**src/rtl/safas_pkg.sv**
```systemverilog
`default_nettype none
// ============================================================================
// Module      : safas_pkg
// Description : Shared definitions for the SAFAS task dispatcher: task word
//               field layout, dispatcher state encoding and field helpers.
// Revision    : 1.0 - initial release
// ============================================================================
package safas_pkg;

    // Task word layout (queue word is c_TASK_W bits, i.e. queue W-1):
    //   [40:33] id | [32:17] deadline | [16:1] exec | [0] flag (ignored)
    localparam int c_ID_W   = 8;
    localparam int c_TIME_W = 16;
    localparam int c_TASK_W = c_ID_W + 2 * c_TIME_W + 1;
    localparam int c_ID_LSB = c_TASK_W - c_ID_W;
    localparam int c_DL_LSB = c_ID_LSB - c_TIME_W;
    localparam int c_EX_LSB = 1;

    // Dispatcher state encoding
    localparam int                c_ST_W     = 3;
    localparam logic [c_ST_W-1:0] c_ST_IDLE  = 3'd0;
    localparam logic [c_ST_W-1:0] c_ST_FETCH = 3'd1;
    localparam logic [c_ST_W-1:0] c_ST_RUN   = 3'd2;
    localparam logic [c_ST_W-1:0] c_ST_DONE  = 3'd3;
    localparam logic [c_ST_W-1:0] c_ST_MISS  = 3'd4;

    function automatic logic [c_ID_W-1:0] get_id(input logic [c_TASK_W-1:0] word);
        return word[c_ID_LSB +: c_ID_W];
    endfunction

    function automatic logic [c_TIME_W-1:0] get_deadline(input logic [c_TASK_W-1:0] word);
        return word[c_DL_LSB +: c_TIME_W];
    endfunction

    function automatic logic [c_TIME_W-1:0] get_exec(input logic [c_TASK_W-1:0] word);
        return word[c_EX_LSB +: c_TIME_W];
    endfunction

    // Time fields never wrap below zero
    function automatic logic [c_TIME_W-1:0] sat_dec(input logic [c_TIME_W-1:0] val);
        return (val == '0) ? val : val - 1'b1;
    endfunction

endpackage : safas_pkg
`default_nettype wire

```
**src/rtl/task_dispatcher_tick_gen.sv**
```systemverilog
`default_nettype none
// ============================================================================
// Module      : tick_gen
// Description : Scheduler time base. Divides clk into time units, emits a
//               one-cycle subtract pulse per unit followed by a repair window,
//               and flags when the queue must not be popped.
// Revision    : 1.0 - initial release
// ============================================================================
module tick_gen #(
    parameter int TICK_DIV   = 16,
    parameter int REPAIR_CYC = 4
) (
    input  logic clk,
    input  logic rst,
    input  logic i_en,
    output logic o_subtract,
    output logic o_repair,
    output logic o_pop_block
);

    localparam int                 c_CNT_W    = $clog2(TICK_DIV);
    localparam int                 c_REP_W    = $clog2(REPAIR_CYC + 1);
    localparam logic [c_CNT_W-1:0] c_CNT_MAX  = c_CNT_W'(TICK_DIV - 1);
    localparam logic [c_REP_W-1:0] c_REP_LOAD = c_REP_W'(REPAIR_CYC);

    logic [c_CNT_W-1:0] r_cnt;
    logic [c_REP_W-1:0] r_rep;
    logic               w_tick;

    // A frozen counter parked on its last value must not keep firing
    assign w_tick = i_en && (r_cnt == c_CNT_MAX);

    // Time-unit counter, wraps at TICK_DIV-1, frozen while disabled
    always_ff @(posedge clk) begin
        if (rst) begin
            r_cnt <= '0;
        end else if (i_en) begin
            r_cnt <= w_tick ? '0 : r_cnt + 1'b1;
        end
    end

    // Repair window: loaded on the subtract pulse, counts down to zero
    always_ff @(posedge clk) begin
        if (rst) begin
            r_rep <= '0;
        end else if (w_tick) begin
            r_rep <= c_REP_LOAD;
        end else if (r_rep != '0) begin
            r_rep <= r_rep - 1'b1;
        end
    end

    assign o_subtract  = w_tick;
    assign o_repair    = (r_rep != '0);
    assign o_pop_block = o_subtract | o_repair;

endmodule : tick_gen
`default_nettype wire

```
**src/rtl/task_dispatcher.sv**
```systemverilog
`default_nettype none
// ============================================================================
// Module      : task_dispatcher
// Description : Read side of the SAFAS insertion queue. Pops the earliest-
//               deadline task, runs it for its execution time against its
//               deadline, reports done/miss, drives the queue time base and
//               counts tasks the queue drops on its own.
// Revision    : 1.0 - initial release
// ============================================================================
module task_dispatcher
    import safas_pkg::*;
#(
    parameter int W          = 42,
    parameter int TICK_DIV   = 16,
    parameter int REPAIR_CYC = 4
) (
    input  logic         clk,
    input  logic         rst,
    input  logic         en,
    input  logic         q_empty,
    input  logic [W-2:0] q_data,
    input  logic         q_fail,
    input  logic [W-2:0] q_fail_data,
    output logic         q_rd,
    output logic         q_subtract,
    output logic         q_repair,
    output logic         busy,
    output logic [7:0]   run_id,
    output logic         done,
    output logic [7:0]   done_id,
    output logic         miss,
    output logic [7:0]   miss_id,
    output logic [15:0]  fail_cnt
);

    localparam logic [15:0] c_FAIL_MAX = 16'hFFFF;

    logic [c_ST_W-1:0]   r_state;
    logic [c_ST_W-1:0]   w_state_nxt;
    logic [c_ID_W-1:0]   r_id;
    logic [c_ID_W-1:0]   w_id_nxt;
    logic [c_TIME_W-1:0] r_dl;
    logic [c_TIME_W-1:0] w_dl_nxt;
    logic [c_TIME_W-1:0] r_ex;
    logic [c_TIME_W-1:0] w_ex_nxt;
    logic [15:0]         r_fail_cnt;

    logic                w_tick;
    logic                w_pop_block;
    logic                w_rd;
    logic                w_busy;
    logic [c_ID_W-1:0]   w_run_id;
    logic                w_done;
    logic                w_miss;

    logic [c_TIME_W-1:0] w_fetch_dl;
    logic [c_TIME_W-1:0] w_fetch_ex;
    logic [c_TIME_W-1:0] w_run_dl;
    logic [c_TIME_W-1:0] w_run_ex;
    logic                w_unused_fail_data;

    tick_gen #(
        .TICK_DIV   (TICK_DIV),
        .REPAIR_CYC (REPAIR_CYC)
    ) u_tick_gen (
        .clk         (clk),
        .rst         (rst),
        .i_en        (en),
        .o_subtract  (w_tick),
        .o_repair    (q_repair),
        .o_pop_block (w_pop_block)
    );

    // Fetched times already account for a tick landing in the FETCH cycle
    assign w_fetch_dl = w_tick ? sat_dec(get_deadline(q_data)) : get_deadline(q_data);
    assign w_fetch_ex = w_tick ? sat_dec(get_exec(q_data))     : get_exec(q_data);
    assign w_run_dl   = sat_dec(r_dl);
    assign w_run_ex   = sat_dec(r_ex);

    // The failed task's contents are not needed, only the event itself
    assign w_unused_fail_data = &{1'b0, q_fail_data};

    // Dispatcher next-state and outputs; exec reaching zero beats a deadline tie
    always_comb begin
        w_state_nxt = r_state;
        w_id_nxt    = r_id;
        w_dl_nxt    = r_dl;
        w_ex_nxt    = r_ex;
        w_rd        = 1'b0;
        w_busy      = 1'b0;
        w_run_id    = '0;
        w_done      = 1'b0;
        w_miss      = 1'b0;
        case (r_state)
            c_ST_IDLE: begin
                if (!q_empty && !w_pop_block) begin
                    w_rd        = 1'b1;
                    w_state_nxt = c_ST_FETCH;
                end
            end
            c_ST_FETCH: begin
                w_busy   = 1'b1;
                w_run_id = get_id(q_data);
                w_id_nxt = get_id(q_data);
                w_dl_nxt = w_fetch_dl;
                w_ex_nxt = w_fetch_ex;
                if (w_fetch_ex == '0) begin
                    w_state_nxt = c_ST_DONE;
                end else if (w_fetch_dl == '0) begin
                    w_state_nxt = c_ST_MISS;
                end else begin
                    w_state_nxt = c_ST_RUN;
                end
            end
            c_ST_RUN: begin
                w_busy   = 1'b1;
                w_run_id = r_id;
                if (w_tick) begin
                    w_dl_nxt = w_run_dl;
                    w_ex_nxt = w_run_ex;
                    if (w_run_ex == '0) begin
                        w_state_nxt = c_ST_DONE;
                    end else if (w_run_dl == '0) begin
                        w_state_nxt = c_ST_MISS;
                    end
                end
            end
            c_ST_DONE: begin
                w_done      = 1'b1;
                w_state_nxt = c_ST_IDLE;
            end
            c_ST_MISS: begin
                w_miss      = 1'b1;
                w_state_nxt = c_ST_IDLE;
            end
            default: begin
                w_state_nxt = c_ST_IDLE;
            end
        endcase
    end

    // State and latched task; reset drops any in-flight task silently
    always_ff @(posedge clk) begin
        if (rst) begin
            r_state <= c_ST_IDLE;
            r_id    <= '0;
            r_dl    <= '0;
            r_ex    <= '0;
        end else begin
            r_state <= w_state_nxt;
            r_id    <= w_id_nxt;
            r_dl    <= w_dl_nxt;
            r_ex    <= w_ex_nxt;
        end
    end

    // Saturating count of tasks the queue dropped itself
    always_ff @(posedge clk) begin
        if (rst) begin
            r_fail_cnt <= '0;
        end else if (q_fail && (r_fail_cnt != c_FAIL_MAX)) begin
            r_fail_cnt <= r_fail_cnt + 1'b1;
        end
    end

    assign q_rd       = w_rd;
    assign q_subtract = w_tick;
    assign busy       = w_busy;
    assign run_id     = w_run_id;
    assign done       = w_done;
    assign done_id    = w_done ? r_id : '0;
    assign miss       = w_miss;
    assign miss_id    = w_miss ? r_id : '0;
    assign fail_cnt   = r_fail_cnt;

endmodule : task_dispatcher
`default_nettype wire

```
**config.mk**
```make
export PLATFORM = sky130hd
export DESIGN_NAME = task_dispatcher
export DESIGN_NICKNAME = d
export VERILOG_FILES = /design/src/rtl/safas_pkg.sv /design/src/rtl/task_dispatcher_tick_gen.sv /design/src/rtl/task_dispatcher.sv
export SDC_FILE = /design/constraint.sdc
export NUM_CORES = 1
export LEC_CHECK = 0
export CAP_MARGIN = 20
export CELL_PAD_IN_SITES_DETAIL_PLACEMENT = 0
export CELL_PAD_IN_SITES_GLOBAL_PLACEMENT = 1
export CORE_ASPECT_RATIO = 1.5
export CORE_UTILIZATION = 35
export DETAILED_ROUTE_END_ITERATION = 16
export PLACE_DENSITY = 0.81
export SYNTH_ARGS = -nofsm -noshare
export SYNTH_HDL_FRONTEND = slang
export SYNTH_SLANG_ARGS = --single-unit
```
**constraint.sdc**
```tcl
create_clock -name clk -period 4.15 [get_ports clk]
set_input_delay 1.245 -clock clk [delete_from_list [all_inputs] [get_ports clk]]
set_output_delay 1.245 -clock clk [all_outputs]
set_load 0.05 [all_outputs]
```
# Word level (Yosys, flattened, before mapping)
# Index checks and enable logic that the tools add are counted.
[totals]
reg_bits = 66
elab_cells = 74
inputBits = 87
output_inout_bits = 46
[classes]
n_mux = 28
n_reduce_logical = 21
add_sub_neg = 7
n_eq_ne = 9
bitwise_logic = 1
[op_table]
columns = ["cell", "n"]
rows = [
  ["16-bit logical NOT", 8],
  ["16-bit 2-to-1 mux", 8],
  ["16-bit case mux with 2 select lines", 2],
  ["16-bit by 1-bit subtractor with 16-bit output, second input constant", 4],
  ["3-bit 2-to-1 mux", 8],
  ["16-bit by 1-bit adder with 16-bit output, second input constant", 1],
  ["8-bit 2-to-1 mux", 2],
  ["16-bit != test, second input constant", 1],
  ["8-bit case mux with 2 select lines", 1],
  ["3-bit case mux with 3 select lines", 1],
  ["3-bit by 2-bit equality test with 1-bit output, second input constant", 2],
  ["1-bit 2-to-1 mux", 5],
  ["4-bit by 1-bit adder with 4-bit output, second input constant", 1],
  ["4-bit equality test, second input constant", 1],
  ["4-bit 2-to-1 mux", 1],
  ["2-bit nonzero test", 2],
  ["2-bit OR reduction", 2],
  ["3-bit by 1-bit equality test with 1-bit output, second input constant", 1],
  ["3-bit equality test, second input constant", 1],
  ["1-bit logical AND", 3],
  ["3-bit logical NOT", 1],
  ["3-bit != test, second input constant", 1],
  ["3-bit AND reduction", 1],
  ["3-bit nonzero test", 1],
  ["other kinds (6)", 7],
]

# Depth between registers and ports, before layout
[logic_depth]
depth_word = 7
mapped_depth = 12
depth_no_buf = 10

# By module
# A second synthesis with hierarchy kept.
[hier_totals]
hier_cells = 715
hier_area_um2 = 5192.5
[by_module_without_submodules]
columns = ["module", "area_each_um2", "instances", "seq_area_each_um2", "cells_per_inst"]
rows = [
  ["task_dispatcher", 4854.7, 1, 1181.1, 677],
  ["tick_gen", 337.8, 1, 140.1, 38],
]

# Worst setup path before layout
# No wires, ideal clock.
[synth_timing]
path_kind = "input to output"
startpoint = "input en"
endpoint = "output q_rd"
stages = 6
path_buffers = 2
arrival_time_ns = 3.231
required_ns = 2.905
slack_ns = -0.326
path_cell_list = "buf_2 -> nand4_1 -> inv_2 -> buf_2 -> or4_1 -> nor3_1"
[synth_between]
elab_chain_len = 6
[synth_rtl]
columns = ["element", "line", "text"]
rows = [
  ["from (decl)", "task_dispatcher.sv:19", "input logic en,"],
  ["1-bit logical AND", "task_dispatcher_tick_gen.sv:31", "assign w_tick = i_en && (r_cnt == c_CNT_MAX);"],
  ["1-bit bitwise OR", "task_dispatcher_tick_gen.sv:55", "assign o_pop_block = o_subtract | o_repair;"],
  ["1-bit logical NOT", "task_dispatcher.sv:96", "if (!q_empty && !w_pop_block) begin"],
  ["1-bit logical AND", "task_dispatcher.sv:96", ""],
  ["1-bit 2-to-1 mux", "task_dispatcher.sv:96", ""],
  ["1-bit 2-to-1 mux", "task_dispatcher.sv:94", "case (r_state)"],
  ["to (decl)", "task_dispatcher.sv:24", "output logic q_rd,"],
]
# Every way passes these cells.

# Final worst setup path
# Same ends and word-level chain as after synthesis.

==> out/qor_table.md <==
| Step | Quantity | This run |
|:---|:---|:---|
| layout | Antenna Diode Count | 0 |
| yosys | Leading cell types by total area after synthesis | sky130_fd_sc_hd__dfxtp_1 26%, sky130_fd_sc_hd__nand2_1 6.1%, sky130_fd_sc_hd__nor2_1 5.5%, sky130_fd_sc_hd__a21oi_1 5.4%, sky130_fd_sc_hd__nor3_1 4.5% |
| timing | Setup repair after global routing missed its margin | no |
| clocking | Maximum buffer depth of the clock tree | 2 |
| critical path | Critical Path AT | 2.75 ns |
| yosys | Seq/Total Area, Yosys | 25.58% |
| die | Die outline width | 101.2 µm |
| global route | Number of global-route vias before repair | 5146 |
| run status | Run status | completed |
| power | Worst VDD drop | 0.2237 mV |
| timing | Actual transition at the worst max-transition pin | 0.7147 ns |
| yosys | Synthesized area | 0.005165 mm² |
| timing | Setup violators final | 0 |
| routing | Number of optimization iterations in the first detailed-route pass | 5 |
| place | Placer Congestion | 0.8686 |
| global route | Antenna violations before repair | 0 |
| critical path | Length in cells of the worst reg-to-reg path | 10 |
| power | Reported leakage power | 2.480 nW |
| yosys | Synthesized netlist net count | 822 |
| layout | Final net count | 935 |
| critical path | CP max FO | 4 |
| timing | Clock skew | 0.009751 ns |
| power | Sum of internal, switching and leakage power | 4.322 mW |
| routing | Remaining antenna violation count after routing | 0 |
| timing | Final period demand of the worst path | 3.995 ns |
| yosys | Most numerous cell in the Yosys netlist | sky130_fd_sc_hd__nand2_1 |
| routing | DRC violation total after the first TritonRoute iteration | 380 |
| clocking | Hold bufs inserted after CTS | 0 |
| routing | DR WL/cell | 14.62 µm |
| critical path | Origin of the critical flop-to-flop path | r_ex[0] |
| timing | Part of the cycle the worst path needs | 96.27% |
| clocking | TritonCTS Sinks | 66 |
| layout | Ratio of cells with drive above 1 in the final layout | 12.22% |
| yosys | Asr flop ratio synth | 0% |
| clocking | Inserted Clock Buffers | 9 |
| global route | Maximum number of pins on one net before global-route repair | 51 |
| clocking | H-tree lvl count | 3 |
| timing | Peak Freq | 0.2503 GHz |
| yosys | Count of cell types in the netlist | 70 |
| global route | Total congestion overflow | 0 |
| yosys | EDFF count, synth | 0 |
| worst hold path | Start point of the worst min-delay path | r_id[0] |
| global route | Global-route usage over all layers | 20.00% |
| critical path | Worst setup SP type | input port |
| global route | Global-route wire length before repair | 24470 µm |
| yosys | Cell accounting for the most synthesized area | sky130_fd_sc_hd__dfxtp_1 |
| die | Die area | 0.01526 mm² |
| layout | Area growth, synth to finish | 32.53% |
| place | Number of cells in the design after placement | 1023 |
| routing | Detail-routed via count per cell | 5.379 |
| worst hold path | Hold Crit Endpoint | r_id[0] |
| routing | Routed WL | 15190 µm |
| yosys | Primary FF master, synth | sky130_fd_sc_hd__dfxtp_1 |
| clocking | Number of gates resized after cts | 0 |
| die | Vertical extent of the die | 150.8 µm |
| layout | Final Non-Filler Cells | 1039 |
| timing | Max-slew headroom | 52.17% |
| critical path | Critical path class | input port to primary output |
| yosys | Area share of the largest cell type after synthesis | 25.58% |
| yosys | Synthesized area per cell | 7.124 µm² |
| worst hold path | Cell depth of the worst hold path | 2 |
| die | I/O pins | 133 |
| yosys | Synth warn | 0 |
| routing | Routed vias | 5589 |
| clocking | CTS tree | done |
| yosys | Post-synthesis cell count | 725 |
| critical path | Minimum setup slack among reg-to-reg paths | 0.94 ns |
| clocking | Skew-Pair Late Insertion Delay | 0.34 ns |
| yosys | Number of synthesized register bits | 66 |
| power | PD cells | 631.4 mW/mm² |
| critical path | Required time of the critical path | 2.90 ns |
| die | Core area | 0.01446 mm² |
| timing | Number of pins exceeding their max-slew limit in the final report | 0 |
| die | Effective utilization at floorplan | 35.72% |
| place | Half-perimeter wire length of the detailed placement result | 11480 µm |
| critical path | Capturing point of the worst reg2reg path | r_state[1] |
| die | Number of placement rows | 54 |
| timing | Number of failing hold endpoints at the final stage | 0 |
| routing | Residual DRC count | 0 |
| run | Max capacitance violation total | 0 |
| place | Port bufs | 90 |
| critical path | Endpoint type of the worst setup path | primary output |
| clocking | Clock transition at path regs | 0.05 ns |
| clocking | Post CTS Setup Buffer Count | 0 |
| worst hold path | Worst min-delay path class | flip-flop to flip-flop |
| yosys | Most instantiated cells after synthesis | 84 x sky130_fd_sc_hd__nand2_1, 76 x sky130_fd_sc_hd__nor2_1, 66 x sky130_fd_sc_hd__dfxtp_1 |
| clocking | CTS Root Cell | sky130_fd_sc_hd__clkbuf_16 |
## worst max path at each step
stage | from | end | slack [ns] | cells past startpoint
2_1_floorplan | en | q_rd | 0.09 | 6
3_3_place_gp | q_data[6] | r_state[1] | -0.14 | 10
3_5_place_dp | q_data[6] | r_state[1] | -0.13 | 10
4_1_cts | en | q_rd | 0.13 | 6
5_1_grt | q_data[6] | r_state[1] | 0.05 | 10
6_report | en | q_rd | 0.15 | 6
## power breakdown
part	switching [mW]	total [mW]	internal [mW]
Clock	0.308	0.839	0.531
Combinational	1.52	2.48	0.959
Sequential	0.222	1.01	0.785
## area by class of cell
cell class / count / area [µm²]
Timing Repair Buffer: 144 / 1314
Clock buffer: 9 / 225.2
Sequential cell: 66 / 1321
Tap cell: 196 / 245.2
Fill cell: 1525 / 7614
Inverter: 34 / 127.6
Multi-Input combinational cell: 583 / 3512
Clock inverter: 7 / 100.1
## critical path: stages
cell	delay, ns
sky130_fd_sc_hd__clkdlybuf4s50_1	0.44
sky130_fd_sc_hd__nand4_1	0.15
sky130_fd_sc_hd__inv_2	0.09
sky130_fd_sc_hd__or4_1	0.45
sky130_fd_sc_hd__nor3_2	0.20
sky130_fd_sc_hd__buf_12	0.17
## metal layers
layer	up-vias	track usage, %	wire length [µm]
met4	0	7.899	364
li1	2855	-	-
met1	2569	23.93	6477
met5	-	0	0
met2	145	35.95	7768
met3	20	2.353	581
## stage by stage
stage                     TNS, ns  util (%)  worst slack [ns]  hold WS, ns  instance area [µm²]
after floorplan                 0         -           0.09105       0.4447                 5170
after global placement    -0.2746     45.09           -0.1385       0.4536                 6520
after detailed placement  -0.2582     45.09           -0.1332       0.4574                 6520
after CTS                       0     47.34            0.1308       0.4649                 6845
after global routing            0     47.34           0.04887       0.4891                 6845
final                           0     47.34            0.1549       0.4616                 6845
## cells in the final DEF, fill, tap and decap left out, drive strengths merged, types with 18 or more instances in the layout
cell type / netlist / routed
nand3: 43 / 43
dfxtp: 66 / 66
a21oi: 56 / 56
nor3: 46 / 46
xor2: 21 / 21
o21ai: 45 / 45
xnor2: 24 / 24
nor2: 76 / 76
buf: 13 / 65
clkdlybuf4s50: 0 / 79
nand2: 85 / 85
inv: 34 / 36
nor4: 18 / 18
## cell families (layout without fill, tap and decap cells)
| logic type | after synthesis | count (layout) | synth area share, % |
|---|---|---|---|
| AND/OR/NAND/NOR | 350 | 350 | 35.44 |
| AO/OA/AOI/OAI | 169 | 169 | 20.49 |
| buffers and inverters | 76 | 194 | 6.589 |
| flip-flops | 66 | 66 | 25.58 |
| XOR/XNOR | 45 | 45 | 7.631 |
| adder cells (fa/ha/maj) | 10 | 10 | 2.422 |
| multiplexers | 9 | 9 | 1.841 |
## state kept, by name, indices dropped and copies added (netlist names)
signal and flops:
u_tick_gen.r_cnt 4, u_tick_gen.r_rep 3, r_ex 16, fail_cnt 16, r_dl 16, r_id 8
r_state 3
Note: power is estimated with default switching activity, not from simulation.
==> RTL edit 1, RTL diff (same flow settings) <==
`TICK_DIV` is set to 16 in 2 places; all go to 8.
--- a/src/rtl/task_dispatcher_tick_gen.sv
+++ b/src/rtl/task_dispatcher_tick_gen.sv
@@ -9,3 +9,3 @@
 module tick_gen #(
-    parameter int TICK_DIV   = 16,
+    parameter int TICK_DIV   = 8,
     parameter int REPAIR_CYC = 4
--- a/src/rtl/task_dispatcher.sv
+++ b/src/rtl/task_dispatcher.sv
@@ -13,3 +13,3 @@
     parameter int W          = 42,
-    parameter int TICK_DIV   = 16,
+    parameter int TICK_DIV   = 8,
     parameter int REPAIR_CYC = 4
Check against the original RTL: not equivalent (Yosys sat finds a counterexample within 10 cycles, from zero or initial values and one cycle with rst high).
==> RTL edit 1 against the original RTL <==
Cell count is 0.67% higher; clock power fell by 11%; sequential cell count decreased by 1; routed wire length increased by 15%; critical path depth unchanged; synthesized area up 1.8%; total power rose by 4.7%; setup slack gained 0.14 ns; die area up 1.8%; final area down 0.16%; largest cell class unchanged.
==> RTL edit 1: results (changes against the original RTL) <==
| Metric | Value |
|---|---|
| Status | `finished, final reports clean` |
| FILL cells | `1536 (+0.72%)` |
| # nets final | `943 (+0.86%)` |
| Maximum vdd drop | `0.357 mV (+60%)` |
| M3 GR Usage | `3.72% (+1.4 points)` |
| Vias per Instance | `5.77 (+7.3%)` |
| Number of global-route vias before repair | `5932 (+15%)` |
| Met3 wire length | `833 microns (+43%)` |
| Share of layout cells above drive strength 1 | `10.9% (-1.3 points)` |
| Layout Skew | `0.00787 ns (-0.00188 ns)` |
| Die W | `102 microns (+0.90%)` |
| Met1 wire length | `6810 microns (+5.2%)` |
| DP Cell Count | `1030 (+0.68%)` |
| Met2 WL | `8800 microns (+13%)` |
| Arrival time worst endpoint | `2.61 ns (-0.14 ns)` |
| First DRT Iteration DRCs | `299 (-21%)` |
| Vias | `6040 (+8.1%)` |
| Dpl hpwl | `13200 microns (+15%)` |
| R2r setup slk | `1.05 ns (+0.11 ns)` |
| CP max FO | `2 (-2)` |
| Buffer share of cell area | `17.5% (-1.7 points)` |
| Top cell type's share of synthesized area | `24.7% (-0.84 points)` |
| Largest net degree at the start of global routing | `56 (+9.8%)` |
| Syn_nets | `846 (+2.9%)` |
| Synth cell types | `75 (+7.1%)` |
| Register area share after synthesis | `24.7% (-0.84 points)` |
| First-pass GRT wire length | `28700 microns (+17%)` |
| Invs w/o clock | `23 (-32%)` |
| Multi-input gates | `616 (+5.7%)` |
==> RTL edit 1: stage by stage <==
step | area, sq um | hold slack [ns]
after floorplan | 5280 | 0.450
after CTS | 6830 | 0.477
after global routing | 6830 | 0.511
after detailed placement | 6550 | 0.469
after global placement | 6550 | 0.459
final | 6830 | 0.476
==> RTL edit 1: cells by family after synthesis <==
logic type	after synthesis	synth area share [%]
AND/OR/NAND/NOR	383	38.2
AO/OA/AOI/OAI	183	22.2
buffers and inverters	67	5.09
flip-flops	65	24.7
XOR/XNOR	20	3.33
multiplexers	19	3.81
adder cells (fa/ha/maj)	11	2.62
==> RTL edit 1: final timing paths <==
path	endpoint	depth (start not counted)	startpoint
setup reg to reg	r_state[1]	9	r_dl[0]
hold / removal	r_id[0]	2	r_id[0]
hold reg to reg	r_id[0]	2	r_id[0]
setup / recovery	q_rd	6	en
==> RTL edit 1: where the power goes <==
part	total [W]	internal (W)	switching [W]
clock network	0.000750	0.000417	0.000333
logic	0.00277	0.000995	0.00178
registers	0.000999	0.000767	0.000232
==> RTL edit 2, RTL diff (same settings) <==
Without the edit above. `r_id`, `r_dl` and `r_ex` no longer have a reset.
--- a/src/rtl/task_dispatcher.sv
+++ b/src/rtl/task_dispatcher.sv
@@ -145,11 +145,11 @@
             r_state <= c_ST_IDLE;
-            r_id    <= '0;
-            r_dl    <= '0;
-            r_ex    <= '0;
         end else begin
             r_state <= w_state_nxt;
-            r_id    <= w_id_nxt;
-            r_dl    <= w_dl_nxt;
-            r_ex    <= w_ex_nxt;
         end
+    end
+
+    always_ff @(posedge clk) begin
+        r_id <= w_id_nxt;
+        r_dl <= w_dl_nxt;
+        r_ex <= w_ex_nxt;
     end
Function: no difference found for any inputs over 10 cycles, from zero or initial values and one cycle with rst high; that may be too few to reach the edited logic, so the function may still have changed.
==> RTL edit 2 against the original RTL <==
Routed wire length rose by 0.56%; sequential power is 13% higher; largest power group unchanged; non-clock buffer count down 24; count of clock-buffer cells in the layout grew 1; final area grew 1.9%; core utilization fell by 0.84 points; sequential cell count did not move; synthesized area is 3.8% higher; total power shrank 21%; setup slack better by 0.016 ns.
==> RTL edit 2: results (changes against the original RTL) <==
| Metric | Value |
|---|---|
| Status | `finished, final reports clean` |
| FILL cells | `1477 (-3.1%)` |
| Util after Layout | `46.5% (-0.84 points)` |
| Dpl hpwl | `11800 microns (+2.5%)` |
| Maximum vdd drop | `0.227 mV (+1.3%)` |
| Final clock-cell share | `4.91% (+0.16 points)` |
| Dpl ws | `0.0560 ns (+0.189 ns)` |
| Synth cell types | `75 (+7.1%)` |
| Largest stage delay, worst path | `0.48 ns (+0.03 ns)` |
| Met1 wire length | `6330 microns (-2.3%)` |
| Routed len/inst | `16.3 microns (+11%)` |
| Worst-Margin Slew | `0.900 ns (+0.185 ns)` |
| Post-Syn Area per Cell | `8.45 sq um (+19%)` |
| CP max FO | `3 (-1)` |
| Grt met2 use | `35.5% (-0.49 points)` |
| Number of synthesized flops with an enable pin | `40 (+40)` |
| Buffer share of cell area | `16.3% (-2.9 points)` |
| Tot GR Track Use | `19.7% (-0.29 points)` |
| Met3 wire length | `756 microns (+30%)` |
| Top FF cell, synth | `edfxtp_1` |
| Syn_nets | `731 (-11%)` |
| Area of the multi-input gates | `3450 sq um (-1.7%)` |
| P_leak | `2.28 nW (-7.9%)` |
| CLK BUF | `10 (+1)` |
| Grt met1 use | `22.2% (-1.7 points)` |
| Post-Synth XOR/XNOR Area | `7.52% (-0.11 points)` |
| Register area share after synthesis | `32.1% (+6.5 points)` |
| DP Cell Count | `924 (-9.7%)` |
| # nets final | `833 (-11%)` |
| Share of layout cells above drive strength 1 | `11.9% (-0.34 points)` |
| Signal buffers | `120 (-17%)` |
| Arrival time worst endpoint | `2.73 ns (-0.02 ns)` |
| Commonest cells in the netlist | `nor2_1 (61), nand2_1 (42), edfxtp_1 (40), nor3_1 (40), a21oi_1 (28)` |
| Cell Area, Placed | `6630 sq um (+1.7%)` |
| Routability cong. | `0.861 (-0.89%)` |
| Multi-input gates | `520 (-11%)` |
| Layout Skew | `0.00651 ns (-0.00324 ns)` |
| Invs w/o clock | `19 (-44%)` |
| Pre-Repair DR Iteration Count | `6 (+1)` |
| First DRT Iteration DRCs | `276 (-27%)` |
| Synth Area in Adders | `2.33% (-0.088 points)` |
| Mux contribution to synthesized area | `1.70% (-0.14 points)` |
| Synth area leaders | `edfxtp_1 (22%), dfxtp_1 (9.7%), nor2_1 (4.3%), xnor2_1 (3.9%), nor3_1 (3.7%)` |
| Seq/total area | `24.7% (+5.4 points)` |
| First-pass GRT wire length | `24600 microns (+0.59%)` |
RTL edit 2: changes by cell type after synthesis, sizes merged, moves of 14 or more:
cell	before	now
a21oi	56	28
dfxtp	66	26
edfxtp	0	40
inv	34	19
nand2	85	43
nand3	43	18
nor2	76	62
o21ai	45	24
RTL edit 2: path summary, 6_finish.rpt:
kind / start / slack [ns] / cells after the start / end
worst min-delay path: fail_cnt[9] / 0.52 / 2 / fail_cnt[9]
worst max register to register: r_dl[0] / 0.92 / 8 / r_state[0]
worst min register to register: fail_cnt[9] / 0.52 / 2 / fail_cnt[9]
worst max-delay path: en / 0.17 / 6 / q_rd
RTL edit 2: where the power goes:
| group | switching [W] | internal, W | total (W) | leakage [nW] |
|---|---|---|---|---|
| Sequential | 0.000214 | 0.000925 | 0.00114 | 0.579 |
| Combinational | 0.000863 | 0.000520 | 0.00138 | 1.55 |
| Clock | 0.000292 | 0.000589 | 0.000881 | 0.159 |
| Total | 0.00137 | 0.00203 | 0.00340 | 2.28 |
